## src/rtl/mem_pkg.sv

```systemverilog
// mem_pkg: shared cpu_state codes, responder FSM encoding and wait-counter width
package mem_pkg;
  localparam logic [1:0] ST_HALT  = 2'b00;
  localparam logic [1:0] ST_IN    = 2'b01;
  localparam logic [1:0] ST_CHECK = 2'b10;
  localparam logic [1:0] ST_RUN   = 2'b11;
  localparam logic [1:0] S_IDLE = 2'd0;
  localparam logic [1:0] S_WAIT = 2'd1;
  localparam logic [1:0] S_ACK  = 2'd2;
  localparam int CNT_W = 3;
endpackage

```

## src/rtl/mem_array.sv

```systemverilog
// mem_array: single-port synchronous RAM with write enable and registered read
module mem_array #(
  parameter int AW = 8,
  parameter int DW = 8
) (
  input  logic          clk,
  input  logic          reset,
  input  logic          i_en,
  input  logic          i_we,
  input  logic [AW-1:0] i_addr,
  input  logic [DW-1:0] i_data,
  output logic [DW-1:0] o_q
);
  logic [DW-1:0] r_mem [0:(1<<AW)-1];
  logic [DW-1:0] r_q;
  always_ff @(posedge clk)
    if (i_we) r_mem[i_addr] <= i_data;
  always_ff @(posedge clk or negedge reset)
    if (!reset) r_q <= '0;
    else if (i_en) r_q <= r_mem[i_addr];
  assign o_q = r_q;
endmodule

```

## src/rtl/mem_responder.sv

```systemverilog
// mem_responder: wait-stated RUN access FSM plus IN-mode loader and CHECK-mode readback
module mem_responder
  import mem_pkg::*;
#(
  parameter int AW = 8,
  parameter int DW = 8,
  parameter int WAIT = 1
) (
  input  logic          clk,
  input  logic          reset,
  input  logic [1:0]    cpu_state,
  input  logic [AW-1:0] addr,
  input  logic          mem_read,
  input  logic          mem_write,
  input  logic [DW-1:0] din,
  output logic [DW-1:0] dout,
  output logic          dout_en,
  output logic          ready,
  input  logic          load_valid,
  input  logic [DW-1:0] load_data,
  output logic          load_ready,
  output logic          load_full,
  input  logic          chk_step,
  output logic [AW-1:0] chk_addr,
  output logic [DW-1:0] chk_data
);
  localparam logic [CNT_W-1:0] WAIT_M1 = CNT_W'(WAIT == 0 ? 0 : WAIT - 1);
  logic [1:0]       r_state, r_prev;
  logic [AW-1:0]    r_addr, r_ptr, r_chk;
  logic [DW-1:0]    r_din;
  logic             r_wr, r_full;
  logic [CNT_W-1:0] r_cnt;
  logic             w_run, w_req, w_hold, w_in_entry, w_full, w_load, w_we, w_en;
  logic [AW-1:0]    w_ptr, w_chk, w_a;
  logic [DW-1:0]    w_d, w_q;
  assign w_run      = cpu_state == ST_RUN;
  assign w_req      = w_run & (mem_read | mem_write);
  assign w_hold     = w_run & (r_wr ? mem_write : mem_read);
  assign w_in_entry = cpu_state == ST_IN && r_prev != ST_IN;
  // Entering a mode restarts its pointer in the very first cycle, before the register catches up
  assign w_ptr      = w_in_entry ? '0 : r_ptr;
  assign w_full     = ~w_in_entry & r_full;
  assign w_chk      = (cpu_state == ST_CHECK && r_prev != ST_CHECK) ? '0 : r_chk;
  assign load_ready = cpu_state == ST_IN && !w_full && r_state == S_IDLE;
  assign w_load     = load_ready & load_valid;
  assign load_full  = w_full;
  assign chk_addr   = w_chk;
  assign chk_data   = w_q;
  assign ready      = r_state == S_ACK;
  assign dout_en    = ready & ~r_wr;
  assign dout       = dout_en ? w_q : '0;
  // Live addr in IDLE so a zero-wait read has its data ready in the ACK cycle
  assign w_a  = r_state != S_IDLE ? r_addr : cpu_state == ST_IN ? w_ptr : cpu_state == ST_CHECK ? w_chk : addr;
  assign w_we = (ready & r_wr) | w_load;
  assign w_d  = ready ? r_din : load_data;
  assign w_en = cpu_state != ST_HALT;
  mem_array #(.AW(AW), .DW(DW)) u_array (
    .clk(clk), .reset(reset), .i_en(w_en), .i_we(w_we),
    .i_addr(w_a), .i_data(w_d), .o_q(w_q)
  );
  always_ff @(posedge clk or negedge reset)
    if (!reset) begin
      r_state <= S_IDLE;
      r_prev  <= ST_HALT;
      r_addr  <= '0;
      r_din   <= '0;
      r_wr    <= 1'b0;
      r_cnt   <= '0;
      r_ptr   <= '0;
      r_full  <= 1'b0;
      r_chk   <= '0;
    end else begin
      r_prev <= cpu_state;
      if (r_state == S_IDLE && w_req) begin
        r_addr  <= addr;
        r_din   <= din;
        r_wr    <= mem_write;
        r_cnt   <= WAIT_M1;
        r_state <= WAIT == 0 ? S_ACK : S_WAIT;
      end else if (r_state == S_WAIT) begin
        r_state <= !w_hold ? S_IDLE : r_cnt == '0 ? S_ACK : S_WAIT;
        r_cnt   <= r_cnt - 1'b1;
      end else if (r_state != S_IDLE) r_state <= S_IDLE;
      if (w_load) begin
        r_ptr  <= w_ptr + 1'b1;
        r_full <= w_ptr == '1;
      end else if (w_in_entry) begin
        r_ptr  <= '0;
        r_full <= 1'b0;
      end
      r_chk <= (cpu_state == ST_CHECK && chk_step) ? w_chk + 1'b1 : w_chk;
    end
endmodule

```

## config.mk

```make
export PLATFORM = sky130hd
export DESIGN_NAME = mem_responder
export DESIGN_NICKNAME = d
export VERILOG_FILES = /design/src/rtl/mem_pkg.sv /design/src/rtl/mem_array.sv /design/src/rtl/mem_responder.sv
export SDC_FILE = /design/constraint.sdc
export NUM_CORES = 2
export LEC_CHECK = 0
export ABC_AREA = 0
export CELL_PAD_IN_SITES_DETAIL_PLACEMENT = 1
export CELL_PAD_IN_SITES_GLOBAL_PLACEMENT = 2
export CORE_UTILIZATION = 35
export CTS_CLUSTER_SIZE = 28
export DETAILED_ROUTE_END_ITERATION = 8
export PLACE_DENSITY = 0.62
export SYNTH_ARGS = -nofsm -noshare
export SYNTH_HDL_FRONTEND = slang
export SYNTH_SLANG_ARGS = --single-unit
```

## constraint.sdc

```tcl
create_clock -name clk -period 7.82 [get_ports clk]
set_clock_uncertainty 0.05 [all_clocks]
set_input_delay 1.955 -clock clk [delete_from_list [all_inputs] [get_ports clk]]
set_output_delay 1.955 -clock clk [all_outputs]
set_load 0.01 [all_outputs]
```

==> flow_metrics.py <==
metrics = {
    "critical_path": {
        "cp.required_ns": 8.48,
        "cp-start-kind": "input pin",
        "endpoint_kind": "register",
        "criticalPathCategory": "input pin to register",
        "cp.arrival_ns": 7.31,
        "worstPathMaxFanout": 15,
    },
    "power_and_ir_drop": {
        "clkPwrFrac": 0.382,
        "seqPwrFrac": 0.445,
        "netSwitchingFraction": 0.2947,
        "internal_power_mw": 19.83,
        "pwr-share-comb": 0.173,
        "power_density_nw_per_um2": 275.6,
        "ir_worst_vdd_uv": 229.8,
        "leakagePower_nw": 33.74,
        "power_switching_mw": 8.287,
    },
    "placement": {
        "dp_hpwl_um": 212000,
        "gp_congestion": 0.8296,
        "placed_area_sq_um": 94680,
        "place.port_buffers": 59,
        "place_worst_setup_slack_ns": 0.3619,
    },
    "floorplan": {
        "io_pins": 60,
        "chipWidth_um": 504.1,
        "die_h_um": 504.1,
        "core_area_sq_um": 249600,
        "die_area_sq_um": 254100,
        "start_util": 0.3535,
        "rows": 183,
    },
    "synthesis": {
        "synth_cell_types": 74,
        "syn_nets": 7079,
        "ys_warn_count": 0,
        "synth_common_cells": "edfxtp_1 (2048), nand2_1 (1642), a21oi_1 (548), nand3_1 (530)",
        "synthCells": 7043,
        "yosys.area.top_type_share": 0.6971,
        "synthTopCellsByArea": "edfxtp_1 (70%), nand2_1 (7.0%), a21oi_1 (3.1%)",
        "synthFlopType": "edfxtp_1",
        "seq_area_frac_synth": 0.7110,
        "synth_edf_count": 2048,
        "synth_top_area_cell": "edfxtp_1",
        "syn-cell-area_sq_um": 88220,
        "synthArstFlopShare": 0.02337,
        "avgSynthCellArea_sq_um": 12.53,
        "ys_ff_latch": 2097,
        "yosysMostFrequentCell": "edfxtp_1",
    },
    "sta": {
        "timing.final.crit_period_ns": 6.647,
        "worstMarginPinSlew_ns": 1.353,
        "finalSetupTns_ns": 0,
        "slew_viol_final": 0,
        "period_share": 0.8500,
        "final.setup.worst_slack_ns": 1.173,
        "rsz0062_at_grt": "false",
        "hold_viol": 0,
        "relSlewSlack": 0.09126,
        "max_freq_ghz": 0.1505,
        "setup_viol": 0,
    },
    "route": {
        "wirelength_um": 344300,
        "antenna_left": 0,
        "num_vias": 62950,
        "dr.pass1.iters": 5,
        "drc": 0,
        "avgViaCountPerCell": 5.858,
        "drt_iter0_markers": 6775,
        "wl_per_cell_um": 32.04,
    },
    "layout": {
        "fin_area_sq_um": 102000,
        "syn2layout_area_growth_pct": 15.63,
        "drive_gt1_frac": 0.1120,
        "nets": 7244,
        "fillers": 26000,
    },
    "clock_network": {
        "clock_latency_ns": 0.90,
        "cts_root_buf": "clkbuf_16",
        "holdBufCountCts": 0,
        "post_cts_buffers": 0,
        "cts_resized": 0,
        "htreeDepth": 4,
        "cts.path.max_buffers": 3,
        "clkTransAtPathRegs_ns": 0.06,
        "cts_buffers": 231,
        "cts_tree": "done",
        "cts_sinks": 2097,
    },
    "grt": {
        "first_global_vias": 62680,
        "track_usage": 0.2647,
        "antenna_found_initial": 17,
        "grt_pass1_wl_um": 486900,
        "grt_max_degree": 147,
        "grt_overflow_total": 0,
    },
    "min_path": {
        "hold_path.class": "register to register",
    },
    "run_status": {
        "status": "completed",
    },
    "flow_run": {
        "drv_cap": 0,
    },
}
==> flip-flops by register name (all words and copies together), names as in the netlist <==
register,count
u_array.r_mem,2048
r_full,1
r_prev,2
r_din,8
r_chk,8
r_cnt,3
r_ptr,8
u_array.o_q,8
r_wr,1
r_addr,8
r_state,2
==> kinds of logic after synthesis <==
group                      share of synthesized area
and+or+nand+nor                               0.1252
DFF                                           0.7110
AOI/OAI and AO/OA                             0.1240
buffers and inverters                        0.03194
muxes                                       0.005531
xor gates and xnor gates                    0.001702
adders and majority gates                  0.0005673
==> worst max-delay path: stages <==
cell,delay (ns)
clkdlybuf4s50_1,0.60
xnor2_4,0.45
a22oi_1,0.21
a31oi_4,1.06
nor2_4,0.43
buf_4,0.35
o21ai_0,0.13
a31oi_1,0.15
o41ai_1,0.68
nand4_1,0.44
a21oi_1,0.63
a31oi_1,0.17
==> per-layer routing <==
metal | part of all wire | track usage | wire length (um) | up-vias
li1 | - | - | - | 26980
met1 | 0.44 | 0.3725 | 153000 | 33510
met3 | 0.054 | 0.03300 | 18700 | 440
met5 | 0 | 0 | 0 | -
met2 | 0.47 | 0.4267 | 162200 | 2028
met4 | 0.030 | 0.07967 | 10480 | 0
==> worst paths after layout <==
path / startpoint / endpoint / slack [ns] / cells after the start
hold / removal: r_cnt[0] / r_cnt[0] / 0.45 / 1
max in group asynchronous: reset / r_din[2] / 5.80 / 1
setup / recovery: cpu_state[1] / u_array.o_q[1] / 1.17 / 12
setup reg to reg: r_state[0] / u_array.o_q[5] / 2.46 / 11
min in group asynchronous: reset / r_chk[1] / 1.22 / 1
hold reg to reg: r_cnt[0] / r_cnt[0] / 0.45 / 1
==> power by group through the flow <==
stage / combinational (mW) / clock, mW / sequential [mW]
global placement: 4.81 / 0 / 12.8
detailed placement: 4.85 / 0 / 12.8
global route: 5.13 / 11.3 / 12.5
floorplan: 2.57 / 0 / 12.7
finish: 4.85 / 10.7 / 12.5
CTS: 4.87 / 10.9 / 12.5
==> final cells by class <==
type | instances | area, sq um | share of cell area
Clock inverter | 135 | 1204 | 0.01180
Antenna cell | 4 | 10.01 | 0.00009813
Clock buffer | 302 | 6110 | 0.05989
Tap cell | 3330 | 4167 | 0.04085
Timing Repair Buffer | 508 | 4850 | 0.04754
Multi-Input combinational cell | 4365 | 22920 | 0.2247
Inverter | 5 | 18.77 | 0.0001840
Sequential cell | 2097 | 62730 | 0.6149
==> layout by cell type (no fill, tap or decap), drive strengths merged, types with 20 or more instances in the layout <==
| cell type | count |
|---|---|
| clkbuf | 302 |
| a21oi | 551 |
| dfrtp | 49 |
| and2 | 21 |
| mux2 | 27 |
| edfxtp | 2048 |
| clkdlybuf4s50 | 58 |
| a311oi | 25 |
| a22oi | 75 |
| a41oi | 49 |
| a221oi | 64 |
| nand4 | 20 |
| nand3 | 530 |
| buf | 450 |
| a31oi | 318 |
| a221o | 230 |
| nor2 | 259 |
| and3 | 61 |
| nand2 | 1644 |
| clkinv | 104 |
| nor3 | 56 |
| o21ai | 269 |
==> through the flow <==
stage / instances / total power, mW / util / hold slack [ns]
CTS: 10740 / 28.30 / 0.4087 / 0.4528
detailed placement: 10310 / 17.61 / 0.3794 / 0.4412
global route: 10740 / 28.93 / 0.4087 / 0.4799
global placement: 10300 / 17.57 / 0.3792 / 0.4312
floorplan: 7043 / 15.28 / - / 0.4109
finish: 10750 / 28.12 / 0.4087 / 0.4517
(Power assumes the default switching activity.)
